==> src/rtl/fmap_seq_pkg.sv <==
// fmap_seq_pkg: data word width, frame geometry and read-pacing helper shared by the frame sequencer.
package fmap_seq_pkg;
  localparam int DATA_LEN = 16;
  localparam int FRAME_ROWS = 12;
  localparam int FRAME_COLS = 288;
  localparam int FRAME_WORDS = FRAME_ROWS * FRAME_COLS;
  // Words held or owed to the output FIFO once this cycle's pop has been taken.
  function automatic logic [2:0] occupancy(input logic [1:0] cnt, input logic inflight, input logic pop);
    return {1'b0, cnt} + {2'b0, inflight} - {2'b0, pop};
  endfunction
endpackage

==> src/rtl/fmap_seq_fifo2.sv <==
// fmap_seq_fifo2: two-entry valid/ready FIFO with registered storage, cleared on reset.
module fmap_seq_fifo2
  import fmap_seq_pkg::*;
#(
  parameter int W = DATA_LEN + 1
) (
  input  logic         clk,
  input  logic         rst_n,
  input  logic         push_i,
  input  logic [W-1:0] data_i,
  input  logic         pop_i,
  output logic         valid_o,
  output logic [W-1:0] data_o,
  output logic [1:0]   cnt_o
);
  logic [W-1:0] mem_q [2];
  logic         wr_ptr_q, rd_ptr_q;
  logic [1:0]   cnt_q;
  logic         push, pop;
  assign push    = push_i && cnt_q != 2'd2;
  assign pop     = pop_i && cnt_q != 2'd0;
  assign valid_o = cnt_q != 2'd0;
  assign data_o  = mem_q[rd_ptr_q];
  assign cnt_o   = cnt_q;
  always_ff @(posedge clk or negedge rst_n) begin
    if (!rst_n) begin
      mem_q[0] <= '0;
      mem_q[1] <= '0;
      wr_ptr_q <= 1'b0;
      rd_ptr_q <= 1'b0;
      cnt_q    <= 2'd0;
    end else begin
      if (push) mem_q[wr_ptr_q] <= data_i;
      wr_ptr_q <= wr_ptr_q ^ push;
      rd_ptr_q <= rd_ptr_q ^ pop;
      cnt_q    <= cnt_q + {1'b0, push} - {1'b0, pop};
    end
  end
endmodule

==> src/rtl/fmap_seq.sv <==
// fmap_seq: loads one frame into an external single-port RAM, then streams it back out in order.
module fmap_seq
  import fmap_seq_pkg::*;
#(
  parameter int DWIDTH = DATA_LEN,
  parameter int AWIDTH = 12,
  parameter int WORDS  = FRAME_WORDS
) (
  input  logic              clk,
  input  logic              rst_n,
  input  logic              wr_start,
  input  logic              in_valid,
  output logic              in_ready,
  input  logic [DWIDTH-1:0] in_data,
  output logic              full,
  input  logic              rd_start,
  output logic              out_valid,
  input  logic              out_ready,
  output logic [DWIDTH-1:0] out_data,
  output logic              out_last,
  output logic              done,
  output logic              ram_load,
  output logic [AWIDTH-1:0] ram_addr,
  output logic [DWIDTH-1:0] ram_d,
  input  logic [DWIDTH-1:0] ram_q
);
  typedef enum logic [1:0] {IDLE, WRITE, FULL, READ} state_t;
  localparam logic [AWIDTH-1:0] LAST = AWIDTH'(WORDS - 1);
  state_t            state_q;
  logic [AWIDTH-1:0] wr_addr_q, rd_addr_q;
  logic              rd_all_q, inflight_q, inflight_last_q, done_q;
  logic              fifo_valid, pop, rd_issue, wr_hs;
  logic [DWIDTH:0]   fifo_data;
  logic [1:0]        fifo_cnt;
  assign in_ready  = state_q == WRITE;
  assign full      = state_q == FULL;
  assign wr_hs     = in_valid && in_ready;
  assign ram_load  = wr_hs;
  assign ram_d     = in_data;
  assign ram_addr  = state_q == READ ? rd_addr_q : wr_addr_q;
  assign out_valid = fifo_valid;
  assign out_data  = fifo_data[DWIDTH-1:0];
  assign out_last  = fifo_valid && fifo_data[DWIDTH];
  assign done      = done_q;
  assign pop       = fifo_valid && out_ready;
  // Counting this cycle's pop as free lets reads issue back to back while the FIFO drains.
  assign rd_issue  = state_q == READ && !rd_all_q && occupancy(fifo_cnt, inflight_q, pop) < 3'd2;
  fmap_seq_fifo2 #(.W(DWIDTH + 1)) u_fifo (
    .clk     (clk),
    .rst_n   (rst_n),
    .push_i  (inflight_q),
    .data_i  ({inflight_last_q, ram_q}),
    .pop_i   (out_ready),
    .valid_o (fifo_valid),
    .data_o  (fifo_data),
    .cnt_o   (fifo_cnt)
  );
  always_ff @(posedge clk or negedge rst_n) begin
    if (!rst_n) begin
      state_q         <= IDLE;
      wr_addr_q       <= '0;
      rd_addr_q       <= '0;
      rd_all_q        <= 1'b0;
      inflight_q      <= 1'b0;
      inflight_last_q <= 1'b0;
      done_q          <= 1'b0;
    end else begin
      inflight_q      <= rd_issue;
      inflight_last_q <= rd_issue && rd_addr_q == LAST;
      done_q          <= pop && out_last;
      case (state_q)
        IDLE: if (wr_start) begin
          state_q   <= WRITE;
          wr_addr_q <= '0;
        end
        WRITE: if (wr_hs) begin
          if (wr_addr_q == LAST) state_q <= FULL;
          else wr_addr_q <= wr_addr_q + 1'b1;
        end
        FULL: if (rd_start) begin
          state_q   <= READ;
          rd_addr_q <= '0;
          rd_all_q  <= 1'b0;
        end
        READ: begin
          if (rd_issue) begin
            if (rd_addr_q == LAST) rd_all_q <= 1'b1;
            else rd_addr_q <= rd_addr_q + 1'b1;
          end
          if (pop && out_last) state_q <= IDLE;
        end
        default: state_q <= IDLE;
      endcase
    end
  end
endmodule

==> config.mk <==
export PLATFORM = sky130hd
export DESIGN_NAME = fmap_seq
export DESIGN_NICKNAME = d
export VERILOG_FILES = /design/src/rtl/fmap_seq_pkg.sv /design/src/rtl/fmap_seq_fifo2.sv /design/src/rtl/fmap_seq.sv
export SDC_FILE = /design/constraint.sdc
export NUM_CORES = 1
export LEC_CHECK = 0
export BUFFER_PORTS_ARGS = -buffer_cell sky130_fd_sc_hd__buf_4
export CAP_MARGIN = 40
export CORE_AREA = 5 5 94 96
export DETAILED_ROUTE_END_ITERATION = 10
export DIE_AREA = 0 0 99 101
export HOLD_SLACK_MARGIN = 0.02
export PLACE_DENSITY = 0.75
export SLEW_MARGIN = 20
export SYNTH_ARGS = -nofsm -noshare
export SYNTH_HDL_FRONTEND = slang
export SYNTH_SLANG_ARGS = --single-unit
==> constraint.sdc <==
create_clock -name clk -period 3.7 [get_ports clk]
set_input_delay 0.74 -clock clk [delete_from_list [all_inputs] [get_ports clk]]
set_output_delay 0.74 -clock clk [all_outputs]
set_load 0.005 [all_outputs]
# Word-level counts from Yosys, hierarchy flattened
# Cells that the tools add are included.
[totals]
reg_bits = 68
latchBits = 0
mem_bits_rw = 0
mem_bits_ro = 0
input_bits = 38
output_inout_bits = 50
word_cells = 84
n_memories = 0
[op_classes]
addsub = 6
mul = 0
n_div = 0
order_cmp = 4
n_eq_ne = 15
shifts = 0
n_mux = 25
bitwise = 4
n_reduce_logical = 18
[ops]
columns = ["cell", "count"]
rows = [
  ["$mux W12", 7],
  ["$mux W17", 4],
  ["$pmux W12 S2", 2],
  ["$bwmux W34", 1],
  ["$add A12 B1 Y12 const B", 2],
  ["$eq A12 B12 Y1 const B", 2],
  ["$demux W17 S1", 1],
  ["$reduce_and A4 Y1", 3],
  ["$mux W2", 5],
  ["$ne A2 B1 Y1 const B", 5],
  ["$ne A2 B2 Y1 const B", 5],
  ["$logic_and A1 B1 Y1", 9],
  ["$pmux W2 S4", 1],
  ["$reduce_bool A2 Y1", 3],
  ["$reduce_and A5 Y1", 1],
  ["$eq A2 B2 Y1 const B", 2],
  ["$ge A2 B2 Y1 const B", 2],
  ["$not A1 Y2", 2],
  ["$add A2 B1 Y3", 1],
  ["$lt A3 B2 Y1 const B", 1],
  ["$mux W1", 3],
  ["$sub A3 B1 Y3", 1],
  ["$add A2 B1 Y2", 1],
  ["$eq A2 B1 Y1 const B", 1],
  ["6 further kinds", 7],
]

# Depth between registers and ports, before layout
# Gate-level depths: netlist of the first run.
[depth]
depth_word = 8
ltp_mapped = 12
depth_no_buf = 11

# Modules after synthesis
# From an unflattened synthesis of the first run, not the netlist that was laid out.
[unflattened]
cells_unflattened = 338
area_unflattened_um2 = 3917.5
[modules_own_cells]
columns = ["module", "n_inst", "cells_per_inst", "area_per_inst_um2", "seq_area_each_um2"]
rows = [
  ["fmap_seq", 1, 227, 2070.7, 750.7],
  ["fmap_seq_fifo2", 1, 111, 1846.8, 950.9],
]

# Least setup slack after synthesis of the first run
# Ideal clock, no wire load.
[synth_timing]
path_kind = "input -> register"
startpoint = "input out_ready"
endpoint = "register rd_addr_q[2]"
setup_ps = 126
arrival_ps = 2943
required_ps = 3574
slack_ps = 631
cell_stages = 12
n_path_buf = 1
cell_sequence = "o21ai_0 > inv_1 > ha_1 > inv_1 > nand2_1 > fa_1 > xor2_1 > nor3_2 > and3_1 > buf_6 > nor2_1 > a221o_2"
[synth_between]
elab_chain_len = 6
[synth_rtl]
columns = ["item", "line_no", "source"]
rows = [
  ["start, declared", "fmap_seq.sv:18", "input logic out_ready,"],
  ["$logic_and A1 B1 Y1", "fmap_seq.sv:45", "assign pop = fifo_valid && out_ready;"],
  ["$sub A3 B1 Y3", "fmap_seq_pkg.sv:9", "return {1'b0, cnt} + {2'b0, inflight} - {2'b0, pop};"],
  ["$lt A3 B2 Y1", "fmap_seq.sv:47", "assign rd_issue = state_q == READ && !rd_all_q && occupancy(fifo_cnt, inflight_q, pop) < 3'd2;"],
  ["$logic_and A1 B1 Y1", "fmap_seq.sv:47", ""],
  ["via rd_issue", "fmap_seq.sv:32", "logic fifo_valid, pop, rd_issue, wr_hs;"],
  ["$ne A2 B2 Y1 (no source line)", "-", ""],
  ["$reduce_and A4 Y1 (no source line)", "-", ""],
  ["end signal, assigned", "fmap_seq.sv:88", "else rd_addr_q <= rd_addr_q + 1'b1;"],
  ["end, declared", "fmap_seq.sv:30", "logic [AWIDTH-1:0] wr_addr_q, rd_addr_q;"],
]
# The timed path passes the listed nets, and every way through them passes these cells.
# A chain may end at the register's enable or synchronous reset.

# Final worst setup path of the first run
[layout_timing]
startpoint = "register u_fifo.cnt_q[1], in the netlist u_fifo.cnt_o[1]"
endpoint = "register rd_addr_q[2]"
[layout_between]
elab_chain_len = 7
word_cells_on_any_way = 8
classes_between = "add/sub (2); order compare (1); eq/ne (1); reduce/logical (4)"
[layout_rtl]
columns = ["item", "line_no", "source"]
rows = [
  ["start, declared", "fmap_seq_fifo2.sv:18", "logic [1:0] cnt_q;"],
  ["start signal, assigned", "fmap_seq_fifo2.sv:36", "cnt_q <= cnt_q + {1'b0, push} - {1'b0, pop};"],
  ["branches (longest 2 deep; another with $add A2 B1 Y3)", "-", ""],
  ["$sub A3 B1 Y3 (*)", "fmap_seq_pkg.sv:9", ""],
  ["$lt A3 B2 Y1 (*)", "fmap_seq.sv:47", ""],
  ["$logic_and A1 B1 Y1 (*)", "fmap_seq.sv:47", ""],
  ["via rd_issue", "fmap_seq.sv:32", ""],
  ["$ne A2 B2 Y1 (no source line) (*)", "-", ""],
  ["$reduce_and A4 Y1 (no source line) (*)", "-", ""],
]
# Mark *: on every way through the listed nets, which the timed path passes.

==> results of run 1 <==
report_power, final:
part	switching (mW)	total, mW	internal [mW]	leakage [nW]
Sequential	0.0977	0.884	0.786	0.917
Clock	0.288	0.599	0.311	0.0962
Combinational	0.123	0.284	0.161	1.13
area by class of cell:
type / count / area (um^2) / share of cell area (%)
repair buffers: 61 / 485 / 11.3
inverters: 17 / 63.8 / 1.48
multi-input cells: 223 / 1730 / 40.2
flip-flops and latches: 68 / 1700 / 39.5
well taps: 105 / 131 / 3.05
clock inverters: 6 / 65.1 / 1.51
clock buffers: 10 / 128 / 2.96
metal layers:
layer  vias to the layer above  track usage, %
met5                         -               0
met2                        94            25.9
li1                       1273               -
met4                         0            4.94
met3                        17            5.81
met1                      1326            21.9
worst max-delay path: cells and delay by family (launching register included):
family          cells  cell delay [ps]
compound gates      2              760
xor+xnor            1              160
fa+ha+maj           2              650
buf+inv             3              340
flops               1              450
simple gates        4              490
Yosys cell counts (3+ instances only):
cell type   n
nor2_1     13
nor2b_1     4
nand2_1    27
clkbuf_1    7
a21oi_1     9
inv_1      17
nand2b_1    3
ha_1       11
nand3_1     9
mux2_2     63
o31ai_1     3
nor3_1      4
a31oi_1    11
buf_4      16
and3_1      6
dfrtp_1    68
mux2i_1     4
o21ai_0    18
through the flow:
step	total power, mW	worst slack [ps]
final	1.77	747
after global routing	1.87	576
after CTS	1.79	754
after detailed placement	1.18	553
after global placement	1.17	612
after floorplan	1.06	631
flip-flops by register name, indices dropped and copies added, names as in the netlist:
register / flops
done: 1
inflight_last_q: 1
inflight_q: 1
rd_addr_q: 12
rd_all_q: 1
state_q: 2
u_fifo.cnt_o: 2
u_fifo.mem_q: 34
u_fifo.rd_ptr_q: 1
u_fifo.wr_ptr_q: 1
wr_addr_q: 12
path summary, 6_finish.rpt:
path / slack [ps] / from / end / cells after the start
setup / recovery: 750 / u_fifo.cnt_o[1] / rd_addr_q[2] / 12
hold / removal: 330 / rst_n / u_fifo.mem_q[1] / 1
setup reg to reg: 750 / u_fifo.cnt_o[1] / rd_addr_q[2] / 12
hold reg to reg: 510 / u_fifo.mem_q[23] / u_fifo.mem_q[23] / 1
max in group asynchronous: 2820 / rst_n / wr_addr_q[10] / 2
min in group clk: 510 / u_fifo.mem_q[23] / u_fifo.mem_q[23] / 1
cells by family (layout without fill, tap and decap cells):
kind of cell / after synthesis / in the layout / share of synthesized area, %
AO/OA/AOI/OAI: 58 / 58 / 10.2
XOR/XNOR: 4 / 4 / 0.956
adder cells (fa/ha/maj): 12 / 12 / 4.30
buffers and inverters: 43 / 94 / 6.25
flip-flops: 68 / 68 / 46.4
multiplexers: 67 / 67 / 20.5
AND/OR/NAND/NOR: 82 / 82 / 11.4
cell usage in the layout, fill, tap and decap left out, types with 3 or more instances in the layout:
cell       n
a21oi_1    9
a31oi_1   11
and3_1     6
buf_4     57
clkbuf_8   9
dfrtp_1   68
ha_1      11
inv_1     17
mux2_2    63
mux2i_1    4
nand2_1   27
nand2b_1   3
nand3_1    9
nor2_1    13
nor2b_1    4
nor3_1     4
o21ai_0   18
o31ai_1    3
==> impl_results.md, run 1 <==
- Status: completed
- Critical path's slowest cell: dfrtp_1
- M1 WL: 3590 um
- Data arrival time of the worst path: 3180 ps
- Detailed Place HPWL: 5810 um
- Fin Setup TNS: 0 ps
- Layout area overhead: 17.6%
- Kind of critical path: flop to flop
- CTS Sinks: 68
- Skew final: 5.99 ps
- Total number of vias: 2710
- Hold Buf Count CTS: 0
- Seq/Total Area, Yosys: 46.4%
- Vias per cell: 5.53
- Share of layout cells above drive strength 1: 38.4%
- Largest net degree at the start of global routing: 37
- DIE HEIGHT: 101 um
- Max Freq: 339 MHz
- Non-Filler Instances: 490
- Syn Nets: 384
- Remaining DRCs: 0
- Critical path peak fanout: 9
- Die ar.: 10000 um^2
- Placer Congestion: 0.878
- Synth top area cells: dfrtp_1, mux2_2, ha_1, buf_4, nand2_1
- # rows: 33
- Unique masters post-synth: 49
- Unrepaired setup endpoints after global routing: no
- Placement Cell Area: 4100 um^2
- # setup viols final: 0
- GRT Util Overall: 16.6%
- Design area: 4310 um^2
- Critical path capture point type: flop
- Leakage: 2.14 nW
- CP peak stage delay: 450 ps
- Initial Utilization: 46.0%
- Slew margin rel.: 44.0%
- Element type at the critical path start: flop
- Post_cts resized: 0
- Worst vdd ir: 270 uV
- # IOs: 88
- CTS tree: yes
- Clock Root Buffer: clkbuf_8
- Netlist Area Pre-Place: 3660 um^2
- Synth Register Bits: 68
- Initial DRC count: 98
- Count of flip-flops with a built-in enable after synthesis: 0
- Longest Clk Path Bufs: 2
- Hold slack: 329 ps
- Post-CTS setup buffer count: 0
- Synth area leader: dfrtp_1
- Post-synth top flop: dfrtp_1
- MaxCap Viol Count: 0
- WL/cell: 16.2 um
- Fin nets: 430
- Initial antenna violation count: 0
- PwrDens: 410 nW/um^2
- ANT cells: 0
- Routed Antenna Nets: 0
- First-pass GRT wire length: 13300 um
- Worst min path class: input port to async pin
- Final Cycle Share: 79.8%
- Final Critical Period: 2950 ps
- Share of the synthesized area in the top cell type: 46.4%
- Met3 wire len: 570 um
- Cts bufs inserted: 9
- GR Overflow Total: 0
- Ys Warns: 0
- Top sig layer: met4
- Die width: 99 um
- Post-placement cell count: 473
- CP Cell Sequence: o21ai_0 > inv_1 > ha_1 > inv_1 > nand2_1 > fa_1 > xor2_1 > nor3_2 > buf_4 > and3_1 > nor2_1 > a221o_2
- Skew-Pair Late Insertion Delay: 340 ps
- Fillers: 660
- Met2 wire length: 3650 um
- CP most frequent cell: inv_1
- Vias in the first global route: 2734
- Ys async rst share: 100%
- Drt total wl: 7940 um
- Mapped Cells: 334
- Clock slew at reported path FFs: 70 ps
- Initial DRT Pass Iterations: 4
- Actual transition at the worst max-transition pin: 833 ps
- Htree depth: 3
- Final Max Slew Viols: 0
- Core Footprint: 7970 um^2
- Layout Utilization: 54.1%
- Port bufs: 55
- Avg Cell Area, Syn: 11.0 um^2
- Final Hold Fails: 0
- CP required: 3930 ps
Note: power is estimated with default switching activity, not from simulation.
==> inputs of run 2 (changes only) <==
--- a/config.mk
+++ b/config.mk
@@ -5,11 +5,12 @@
 export SDC_FILE = /design/constraint.sdc
 export NUM_CORES = 1
 export LEC_CHECK = 0
+export ABC_AREA = 1
 export BUFFER_PORTS_ARGS = -buffer_cell sky130_fd_sc_hd__buf_4
 export CAP_MARGIN = 40
-export CORE_AREA = 5 5 94 96
+export CORE_AREA = 5 5 96 98
 export DETAILED_ROUTE_END_ITERATION = 10
-export DIE_AREA = 0 0 99 101
+export DIE_AREA = 0 0 101 103
 export HOLD_SLACK_MARGIN = 0.02
 export PLACE_DENSITY = 0.75
 export SLEW_MARGIN = 20
==> constraint.sdc (replaced) <==
create_clock -name clk -period 2.9 [get_ports clk]
set_input_delay 0.58 -clock clk [delete_from_list [all_inputs] [get_ports clk]]
set_output_delay 0.58 -clock clk [all_outputs]
set_load 0.005 [all_outputs]
==> impl_results.md, run 2 <==
- Status: completed
- Commonest non-fill, non-tap cells in the layout: nand2_1, dfrtp_1, buf_4, inv_1, o21ai_0
- Final Critical Period: 2590 ps (-365 ps)
- Synth area leader: dfrtp_1
- # rows: 34 (+3.0%)
- CP Cell Sequence: o21ai_1 > inv_1 > ha_1 > inv_1 > nand2_1 > fa_1 > nand2_1 > nor2_1 > nand2_1 > nor2_1 > nand2_2 > nand2_2 > nand2_1 > nand2_1
- Skew final: 11.4 ps (+5.38 ps)
- Setup slack, reg-to-reg: 310 ps (-430 ps)
- Top cells by count, synth: nand2_1, dfrtp_1, inv_1, o21ai_0, nor2_1
- Routed Antenna Nets: 0 (unchanged)
- Drt total wl: 8490 um (+6.9%)
- Actual transition at the worst max-transition pin: 432 ps (-401 ps)
- Vias per cell: 5.05 (-8.8%)
- Design area: 4430 um^2 (+2.8%)
- CTS tree: yes
- Layout Utilization: 52.8% (-1.2 points)
- Layout area overhead: 15.7%
- Leakage: 2.18 nW (+1.7%)
- Critical path capture point type: flop
- # IOs: 88 (unchanged)
- Ys Warns: 0 (unchanged)
- Critical path's top delay family: simple AND/OR/NAND/NOR gates
- Critical path peak fanout: 12 (+3)
- Max reg flops: 34 (unchanged)
- Final Max Slew Viols: 0 (unchanged)
- GR Overflow Total: 0 (unchanged)
- DIE HEIGHT: 103 um (+2.0%)
- Remaining DRCs: 0 (unchanged)
- Clock Root Buffer: clkbuf_8
- Worst min path class: input port to async pin
- Detailed Place HPWL: 6350 um (+9.2%)
- Flop pwr share: 37.4% (-13 points)
- Fillers: 783 (+19%)
- Htree depth: 3 (unchanged)
- Clock slew at reported path FFs: 80 ps (about the same)
- Footprint of the multi-input gates: 1720 um^2 (-0.65%)
- CP required: 3180 ps (-750 ps)
- Final Hold Fails: 0 (unchanged)
- Mapped Cells: 485 (+45%)
- Largest net degree at the start of global routing: 42 (+14%)
- First-pass GRT wire length: 14600 um (+9.9%)
- Die ar.: 10400 um^2 (+4.0%)
- Vias in the first global route: 3292 (+20%)
- Switching power: 1.39 mW (+170%)
- Initial Utilization: 45.7% (-0.32 points)
- Post-synth top flop: dfrtp_1
- Bufs and invs on worst path: 2 (-1)
- Netlist Area Pre-Place: 3830 um^2 (+4.4%)
- Total number of vias: 3214 (+19%)
- GRT Util Overall: 17.5% (+0.85 points)
- Reg2reg start: u_fifo.cnt_o[1]
- Unrepaired setup endpoints after global routing: no
- Fin Setup TNS: 0 ps (unchanged)
- Share of the synthesized area in the top cell type: 44.5% (-2.0 points)
- ANT cells: 0 (unchanged)
- Skew-Pair Late Insertion Delay: 340 ps (about the same)
- Element type at the critical path start: flop
- CTS Sinks: 68 (unchanged)
- WL/cell: 13.3 um (-18%)
- Commonest non-fill, non-tap cell in the layout: nand2_1
- Syn Nets: 535 (+39%)
- CP most frequent cell: nand2_1
- Int Pwr: 2.35 mW (+87%)
- Clock share of power: 20.7% (-13 points)
- Placer Congestion: 0.863 (-1.7%)
- Initial DRT Pass Iterations: 4 (unchanged)
- Share of layout cells above drive strength 1: 19.8% (-19 points)
- Count of flip-flops with a built-in enable after synthesis: 0 (unchanged)
- Die width: 101 um (+2.0%)
- Most flops, register: u_fifo.mem_q
- Worst vdd ir: 304 uV (+13%)
- Critical path's slowest cell: fa_1
- # setup viols final: 0 (unchanged)
- Avg Cell Area, Syn: 7.89 um^2 (-28%)
- Fin nets: 575 (+34%)
- Core Footprint: 8380 um^2 (+5.2%)
- PwrDens: 845 nW/um^2 (+110%)
- Sw frac: 37.2% (+8.4 points)
- Top Registers: u_fifo.mem_q x34, rd_addr_q x12, wr_addr_q x12
- Ys async rst share: 100% (unchanged)
- Max Freq: 386 MHz (+14%)
- Reg2Reg Depth: 14 (+2)
- Kind of critical path: flop to flop
- Initial DRC count: 123 (+26%)
- Cts bufs inserted: 9 (unchanged)
- Hold Buf Count CTS: 0 (unchanged)
- CP peak stage delay: 480 ps (+30 ps)
- Area occupied by registers: 1700 um^2 (unchanged)
- Most common cell in the netlist: nand2_1
- Slew margin rel.: 71.2% (+27 points)
- Synth Register Bits: 68 (unchanged)
- Port bufs: 55 (unchanged)
- Synth top area cells: dfrtp_1, nand2_1, o21ai_0, inv_1, mux2_2
- Seq/Total Area, Yosys: 44.5% (-2.0 points)
- Post_cts resized: 0 (unchanged)
- Final Cycle Share: 89.2% (+9.4 points)
- Placement Cell Area: 4240 um^2 (+3.3%)
- Data arrival time of the worst path: 2860 ps (-320 ps)
- Post-CTS setup buffer count: 0 (unchanged)
- Initial antenna violation count: 0 (unchanged)
- MaxCap Viol Count: 0 (unchanged)
- Comb pwr share: 42.0% (+26 points)
- Crit Reg-Reg Endpoint: rd_addr_q[7]
- Unique masters post-synth: 31 (-37%)
- Longest Clk Path Bufs: 2 (unchanged)
==> run 2: cell types whose count changed in the layout (fill, tap and decap cells not counted), sizes merged, moves of 4 or more <==
| cell | change |
|---|---|
| o21ai | +39 |
| inv | +38 |
| xor2 | +4 |
| nand4 | +5 |
| nand3 | +14 |
| nor2 | +26 |
| a21oi | -6 |
| nand2 | +125 |
| nor2b | -4 |
| mux2i | -4 |
| mux2 | -46 |
| and3 | -7 |
| a31oi | -11 |
==> run 2: per-stage QoR <==
stage	hold WS, ps	total power [mW]	worst slack [ps]	cells
finish	144	3.74	313	637
global route	169	4.05	18.4	637
CTS	144	3.79	305	637
detailed placement	495	3.01	182	622
global placement	469	2.92	258	621
floorplan	284	2.38	486	485
==> run 2: worst max path at each step <==
stage                     to  cells after the start            start
2_1_floorplan   rd_addr_q[3]                     14        out_ready
3_3_place_gp    rd_addr_q[1]                     14        out_ready
3_5_place_dp   rd_addr_q[11]                     14        out_ready
4_1_cts         rd_addr_q[8]                     14  u_fifo.cnt_o[1]
5_1_grt         rd_addr_q[4]                     14  u_fifo.cnt_o[1]
6_report        rd_addr_q[7]                     14  u_fifo.cnt_o[1]
==> run 2: power groups by stage <==
stage | logic, mW | clock network, mW | registers [mW]
2_1_floorplan | 1.01 | 0 | 1.37
3_3_place_gp | 1.52 | 0 | 1.40
3_5_place_dp | 1.59 | 0 | 1.42
5_1_grt | 1.79 | 0.825 | 1.44
6_report | 1.57 | 0.773 | 1.40
4_1_cts | 1.60 | 0.792 | 1.40
==> run 2: worst reg2reg max path: cells and delay by family, from the launching register on <==
family	cells	cell delay, ps
DFF	1	460
AOI/OAI and AO/OA	1	200
and+or+nand+nor	9	960
adders and majority gates	2	750
buffers and inverters	2	150
==> run 2: metal layers <==
metal	part of all wire [%]	wire length [um]	global-route usage [%]
met1	44	3720	21.8
met2	48	4060	28.5
met3	7.4	624	4.94
met4	0.94	80	7.46
met5	0	0	0
==> run 2: cells by family after synthesis <==
family | synth area share, %
AO/OA/AOI/OAI | 8.63
XOR/XNOR | 2.06
adder cells (fa/ha/maj) | 4.12
buffers and inverters | 10.5
flip-flops | 44.5
multiplexers | 5.00
AND/OR/NAND/NOR | 25.2
==> run 2: layout make-up <==
class	instances	share of cell area (%)
Sequential cell	68	38.4
Tap cell	108	3.05
Inverter	55	4.66
Timing Repair Buffer	61	10.6
Multi-Input combinational cell	330	38.9
Clock buffer	11	3.19
Clock inverter	4	1.13
